### config.mk
export PLATFORM = sky130hd
export DESIGN_NAME = multicycle_ctrl_fsm
export DESIGN_NICKNAME = d
export VERILOG_FILES = /design/src/rtl/risc_ctrl_pkg.sv /design/src/rtl/ctrl_wait_timer.sv /design/src/rtl/multicycle_ctrl_fsm.sv
export SDC_FILE = /design/constraint.sdc
export NUM_CORES = 1
export LEC_CHECK = 0
export CAP_MARGIN = 40
export CELL_PAD_IN_SITES_DETAIL_PLACEMENT = 1
export CELL_PAD_IN_SITES_GLOBAL_PLACEMENT = 1
export CORE_UTILIZATION = 27
export DETAILED_ROUTE_END_ITERATION = 6
export PLACE_DENSITY = 0.62
export SYNTH_ARGS = -nofsm -noshare
export SYNTH_HDL_FRONTEND = slang
export SYNTH_SLANG_ARGS = --single-unit
### constraint.sdc
create_clock -name clk -period 3.45 [get_ports clk]
set_clock_uncertainty 0.1 [all_clocks]
set_input_delay 0.69 -clock clk [delete_from_list [all_inputs] [get_ports clk]]
set_output_delay 0.69 -clock clk [all_outputs]
set_load 0.1 [all_outputs]
### src/rtl/risc_ctrl_pkg.sv
// Shared types and constants for the multi-cycle RISC control unit.
//  opcode_e : named opcodes (R-type occupies 0010..1010, 1110/1111 are undefined)
//  state_e  : main sequencer states
//  pc_src_e : PC source select encoding
//  ALUOP_*  : ALU-class codes consumed by the ALU control decoder
package risc_ctrl_pkg;

    typedef enum logic [3:0] {
        OP_LD  = 4'b0000,
        OP_ST  = 4'b0001,
        OP_BEQ = 4'b1011,
        OP_BNE = 4'b1100,
        OP_JMP = 4'b1101
    } opcode_e;

    typedef enum logic [2:0] {
        FETCH,
        DECODE,
        EXEC,
        MEM,
        WB
    } state_e;

    typedef enum logic [1:0] {
        PC_PLUS2  = 2'b00,
        PC_BRANCH = 2'b01,
        PC_JUMP   = 2'b10
    } pc_src_e;

    localparam logic [1:0] ALUOP_ADD   = 2'b10;
    localparam logic [1:0] ALUOP_SUB   = 2'b01;
    localparam logic [1:0] ALUOP_RTYPE = 2'b00;

    function automatic logic is_rtype(input logic [3:0] op);
        return (op >= 4'b0010) && (op <= 4'b1010);
    endfunction

    function automatic logic is_illegal(input logic [3:0] op);
        return op[3:1] == 3'b111;
    endfunction

    function automatic logic is_mem(input logic [3:0] op);
        return (op == OP_LD) || (op == OP_ST);
    endfunction

    function automatic logic is_branch(input logic [3:0] op);
        return (op == OP_BEQ) || (op == OP_BNE);
    endfunction

endpackage

### src/rtl/ctrl_wait_timer.sv
// Memory-handshake wait timer.
//  clk, reset_n : clock, synchronous active-low reset
//  clear        : force count to zero (wins over enable)
//  enable       : one request cycle waited without ack
//  count        : cycles waited so far
//  timeout      : this waiting cycle is the TIMEOUT_CYC-th one
module ctrl_wait_timer #(
    parameter int unsigned TIMEOUT_CYC = 15,
    parameter int unsigned TMR_W       = 4
) (
    input  logic             clk,
    input  logic             reset_n,
    input  logic             clear,
    input  logic             enable,
    output logic [TMR_W-1:0] count,
    output logic             timeout
);

    always_ff @(posedge clk) begin
        if (!reset_n || clear) begin
            count <= '0;
        end else if (enable) begin
            count <= count + 1'b1;
        end
    end

    // Flags the cycle in which the count would reach TIMEOUT_CYC; an ack in
    // that cycle deasserts enable, so ack wins over the timeout.
    assign timeout = enable && (count == TMR_W'(TIMEOUT_CYC - 1));

endmodule

### src/rtl/multicycle_ctrl_fsm.sv
// Multi-cycle main control unit: sequences FETCH/DECODE/EXEC/MEM/WB,
// handshakes with instruction/data memory and drives datapath strobes.
//  inputs : clk, reset_n, ir_opcode, zero_flag, imem_ack, dmem_ack
//  outputs: imem_req, dmem_req, dmem_we, ir_write, pc_write, pc_src,
//           alu_op, alu_opcode, alu_src, reg_dst, reg_write, mem_to_reg,
//           illegal_op (1-cycle pulse), bus_error (sticky until reset)
module multicycle_ctrl_fsm
    import risc_ctrl_pkg::*;
#(
    parameter int unsigned OPCODE_W    = 4,
    parameter int unsigned TIMEOUT_CYC = 15,
    parameter int unsigned TMR_W       = 4
) (
    input  logic                clk,
    input  logic                reset_n,
    input  logic [OPCODE_W-1:0] ir_opcode,
    input  logic                zero_flag,
    input  logic                imem_ack,
    input  logic                dmem_ack,
    output logic                imem_req,
    output logic                dmem_req,
    output logic                dmem_we,
    output logic                ir_write,
    output logic                pc_write,
    output logic [1:0]          pc_src,
    output logic [1:0]          alu_op,
    output logic [OPCODE_W-1:0] alu_opcode,
    output logic                alu_src,
    output logic                reg_dst,
    output logic                reg_write,
    output logic                mem_to_reg,
    output logic                illegal_op,
    output logic                bus_error
);

    state_e              state_q;
    logic [OPCODE_W-1:0] opcode_q;
    logic                bus_error_q;
    logic [TMR_W-1:0]    tmr_count;
    logic                tmr_timeout;
    logic                tmr_clear;
    logic                tmr_enable;
    logic                ack_now;
    logic [1:0]          class_aluop;

    always_comb begin
        ack_now    = 1'b0;
        tmr_enable = 1'b0;
        if (state_q == FETCH) begin
            ack_now    = imem_ack;
            tmr_enable = !imem_ack;
        end else if (state_q == MEM) begin
            ack_now    = dmem_ack;
            tmr_enable = !dmem_ack;
        end
        // Clearing outside the wait states, on ack and on timeout guarantees
        // the count is zero on every entry into FETCH or MEM.
        tmr_clear = !((state_q == FETCH) || (state_q == MEM)) || ack_now || tmr_timeout;
    end

    ctrl_wait_timer #(
        .TIMEOUT_CYC(TIMEOUT_CYC),
        .TMR_W      (TMR_W)
    ) u_timer (
        .clk    (clk),
        .reset_n(reset_n),
        .clear  (tmr_clear),
        .enable (tmr_enable),
        .count  (tmr_count),
        .timeout(tmr_timeout)
    );

    always_ff @(posedge clk) begin
        if (!reset_n) begin
            state_q     <= FETCH;
            opcode_q    <= '0;
            bus_error_q <= 1'b0;
        end else begin
            if (tmr_timeout) begin
                bus_error_q <= 1'b1;
            end
            case (state_q)
                FETCH: begin
                    if (imem_ack) begin
                        state_q <= DECODE;
                    end
                end
                DECODE: begin
                    opcode_q <= ir_opcode;
                    if ((ir_opcode == OP_JMP) || is_illegal(ir_opcode)) begin
                        state_q <= FETCH;
                    end else begin
                        state_q <= EXEC;
                    end
                end
                EXEC: begin
                    if (is_rtype(opcode_q)) begin
                        state_q <= WB;
                    end else if (is_mem(opcode_q)) begin
                        state_q <= MEM;
                    end else begin
                        state_q <= FETCH;
                    end
                end
                MEM: begin
                    if (dmem_ack) begin
                        state_q <= (opcode_q == OP_LD) ? WB : FETCH;
                    end else if (tmr_timeout) begin
                        state_q <= FETCH;
                    end
                end
                WB:      state_q <= FETCH;
                default: state_q <= FETCH;
            endcase
        end
    end

    always_comb begin
        if (is_mem(opcode_q)) begin
            class_aluop = ALUOP_ADD;
        end else if (is_branch(opcode_q)) begin
            class_aluop = ALUOP_SUB;
        end else begin
            class_aluop = ALUOP_RTYPE;
        end
    end

    always_comb begin
        imem_req   = 1'b0;
        dmem_req   = 1'b0;
        dmem_we    = 1'b0;
        ir_write   = 1'b0;
        pc_write   = 1'b0;
        pc_src     = PC_PLUS2;
        alu_op     = ALUOP_RTYPE;
        alu_opcode = opcode_q;
        alu_src    = 1'b0;
        reg_dst    = 1'b0;
        reg_write  = 1'b0;
        mem_to_reg = 1'b0;
        illegal_op = 1'b0;
        case (state_q)
            FETCH: begin
                imem_req = 1'b1;
                ir_write = imem_ack;
                pc_write = imem_ack;
            end
            DECODE: begin
                if (ir_opcode == OP_JMP) begin
                    pc_write = 1'b1;
                    pc_src   = PC_JUMP;
                end
                illegal_op = is_illegal(ir_opcode);
            end
            EXEC: begin
                alu_op  = class_aluop;
                alu_src = is_mem(opcode_q);
                if (((opcode_q == OP_BEQ) && zero_flag) ||
                    ((opcode_q == OP_BNE) && !zero_flag)) begin
                    pc_write = 1'b1;
                    pc_src   = PC_BRANCH;
                end
            end
            MEM: begin
                alu_op   = class_aluop;
                dmem_req = 1'b1;
                dmem_we  = (opcode_q == OP_ST);
            end
            WB: begin
                alu_op     = class_aluop;
                reg_write  = 1'b1;
                mem_to_reg = (opcode_q == OP_LD);
                reg_dst    = is_rtype(opcode_q);
            end
            default: ;
        endcase
        if (!reset_n) begin
            imem_req   = 1'b0;
            dmem_req   = 1'b0;
            dmem_we    = 1'b0;
            ir_write   = 1'b0;
            pc_write   = 1'b0;
            pc_src     = PC_PLUS2;
            alu_op     = ALUOP_RTYPE;
            alu_opcode = '0;
            alu_src    = 1'b0;
            reg_dst    = 1'b0;
            reg_write  = 1'b0;
            mem_to_reg = 1'b0;
            illegal_op = 1'b0;
        end
    end

    assign bus_error = bus_error_q;

endmodule

==> reports/results.ini <==
[hold_path]
holdCritStartpoint=bus_error
hold_path_depth=2
min-delay-path-class=reg -> reg
hold_end=bus_error

[route]
vias_per_cell=5.10
drc_errors=0
drtPass1Iterations=4
drtIter0Drc=25
vias=897
wl_per_cell_um=13.8
wl_um=2430
ant_nets=0

[finish]
postLayoutCellArea_mm2=0.00139
fillCellCount=371
antenna_cells=0
layout-drive-gt1-share_pct=27.3
num-nets-final=144
area_delta_synth_final_pct=55.3
final_common_cell=buf_12
layout.cells.non_filler=176
final_cell_mix=buf_12, dfxtp_1, clkdlybuf4s50_1

[sta]
finalSetupViolations=0
min_period_over_period_pct=84.2
hold_slack_ns=0.374
relSlewSlack_pct=60.6
finalHoldViolations=0
finalCriticalPeriod_ns=2.91
max_freq_ghz=0.344
tightestPinTransition_ns=0.590
report.final.slew_viol_count=0
rsz0062_at_grt=false

[synth]
syn_nets=119
netlist_instances=108
synth_top_area_cell=dfxtp_1
synth_warnings=0
synth.top_cell.area_share_pct=26.8
ys_seq_area_share_pct=26.8
yosys.cell_types.count=41
syn-cell-area_um2=896
ys_seq_elements=12
synthTopCellsByArea=dfxtp_1, mux2i_1, buf_6, nor2b_1, a21oi_1
synth.avg_cell_area_um2=8.29

[job]
max-cap-violations=0

[clocking]
ctsRootBufferMaster=clkbuf_4
clk_latency_ns=0.27
cts-resized-gates=0
cts_buffer_depth=2
cts_setup_buffers=0
cts.sinks=12
ctsHtreeMaxLevel=1
cts_tree=yes
clk_pin_slew_ns=0.08
cts_made_buffers=3
hold_buffers=0

[floorplan]
dieArea_mm2=0.00355
die_w_um=59.6
rows=20
ioPinCount=28
die_y_um=59.6
coreArea_mm2=0.00310
initial_core_util_pct=28.9

[setup_path]
crit_fanout=2
rrSetupSlack_ns=1.75
required_ns=2.66
reg2reg_from=state_q[0]
crit_type=in -> out
startpoint_type=primary input
worst_r2r_endpoint=opcode_q[0]
arrival_ns=2.12
end_kind=primary output
r2r_cells=3

[placement]
io_buffers=27
place.gp.congestion=0.703
placed_cell_area_mm2=0.00136
dp_hpwl_um=1930
dp.cells=172

[global_routing]
grt_use_total_pct=15.2
antenna_found_initial=0
grt_overflow=0
grt_pass1_wl_um=4040
grt_pass1_vias=907
grt_max_degree=19

[run_status]
outcome=finished clean

[power_and_ir_drop]
p_per_area_mw_per_mm2=339
peakVddDrop_mv=0.194
leakage_uw=0.000531

## cells by family (layout without fill, tap and decap cells)
family                   count (synthesis)  after routing  synth area share (%)
adder cells (fa/ha/maj)                  2              2                  2.79
AND/OR/NAND/NOR                         53             53                  37.7
buffers and inverters                   14             38                  10.9
AO/OA/AOI/OAI                           22             22                  16.2
flip-flops                              12             12                  26.8
multiplexers                             5              5                  5.59
## cell type report
cell class / count / area, um^2 / share of cell area, %
multi-input cells: 82 / 582 / 41.8
well taps: 44 / 55.1 / 3.96
clock buffers: 4 / 36.3 / 2.61
repair buffers: 28 / 455 / 32.7
inverters: 6 / 22.5 / 1.62
flip-flops and latches: 12 / 240 / 17.3
## report_power, final
part           internal, uW  switching [uW]  total, uW
Combinational          72.5             114        187
Sequential              147            26.1        173
Clock                  64.1            47.1        111
## metrics by stage
| stage | setup TNS, ns | total power, uW | util, % | setup WS [ns] |
|---|---|---|---|---|
| 6_report | 0 | 471 | 44.8 | 0.544 |
| 4_1_cts | 0 | 475 | 44.8 | 0.546 |
| 3_3_place_gp | 0 | 361 | 43.7 | 0.553 |
| 2_1_floorplan | -0.177 | 307 | - | -0.177 |
| 5_1_grt | 0 | 495 | 44.8 | 0.503 |
| 3_5_place_dp | 0 | 363 | 43.7 | 0.548 |
## worst max-delay path: stages
cell,delay [ns]
clkdlybuf4s50_1,0.43
and4b_1,0.19
o2111a_1,0.25
o311a_1,0.37
buf_12,0.18
## state kept, by name, summed over array words and instances (netlist names)
name / flops
u_timer.count: 4
bus_error: 1
state_q: 3
opcode_q: 4
## synthesized netlist by cell type, drive strengths merged
cell type / number
a211oi: 1
a21boi: 1
a21oi: 7
a31oi: 1
and2: 5
and2b: 2
and3: 4
and3b: 2
and4: 1
and4b: 1
buf: 5
clkbuf: 3
dfxtp: 12
ha: 2
inv: 6
mux2i: 5
nand2: 4
nand2b: 2
nand3: 3
nand4b: 2
nand4bb: 1
nor2: 7
nor2b: 6
nor3: 7
nor3b: 3
nor4: 2
nor4b: 1
o2111a: 1
o211a: 1
o211ai: 2
o21ai: 5
o2bb2ai: 1
o311a: 1
o32ai: 1
## routing by layer
layer | vias up | track usage (%) | wire, um
met1 | 427 | 18.4 | 1120
li1 | 438 | - | -
met5 | - | 0 | 0
met4 | 0 | 8.31 | 37
met2 | 26 | 24.9 | 1150
met3 | 6 | 3.49 | 121
## worst max-delay path by stage
stage	start	to	slack, ns	depth (start not counted)
2_1_floorplan	reset_n	reg_dst	-0.18	2
4_1_cts	zero_flag	pc_write	0.55	5
3_5_place_dp	zero_flag	pc_write	0.55	5
5_1_grt	zero_flag	pc_write	0.50	5
6_report	zero_flag	pc_write	0.54	5
3_3_place_gp	reset_n	dmem_req	0.55	6
(Power assumes the default switching activity.)
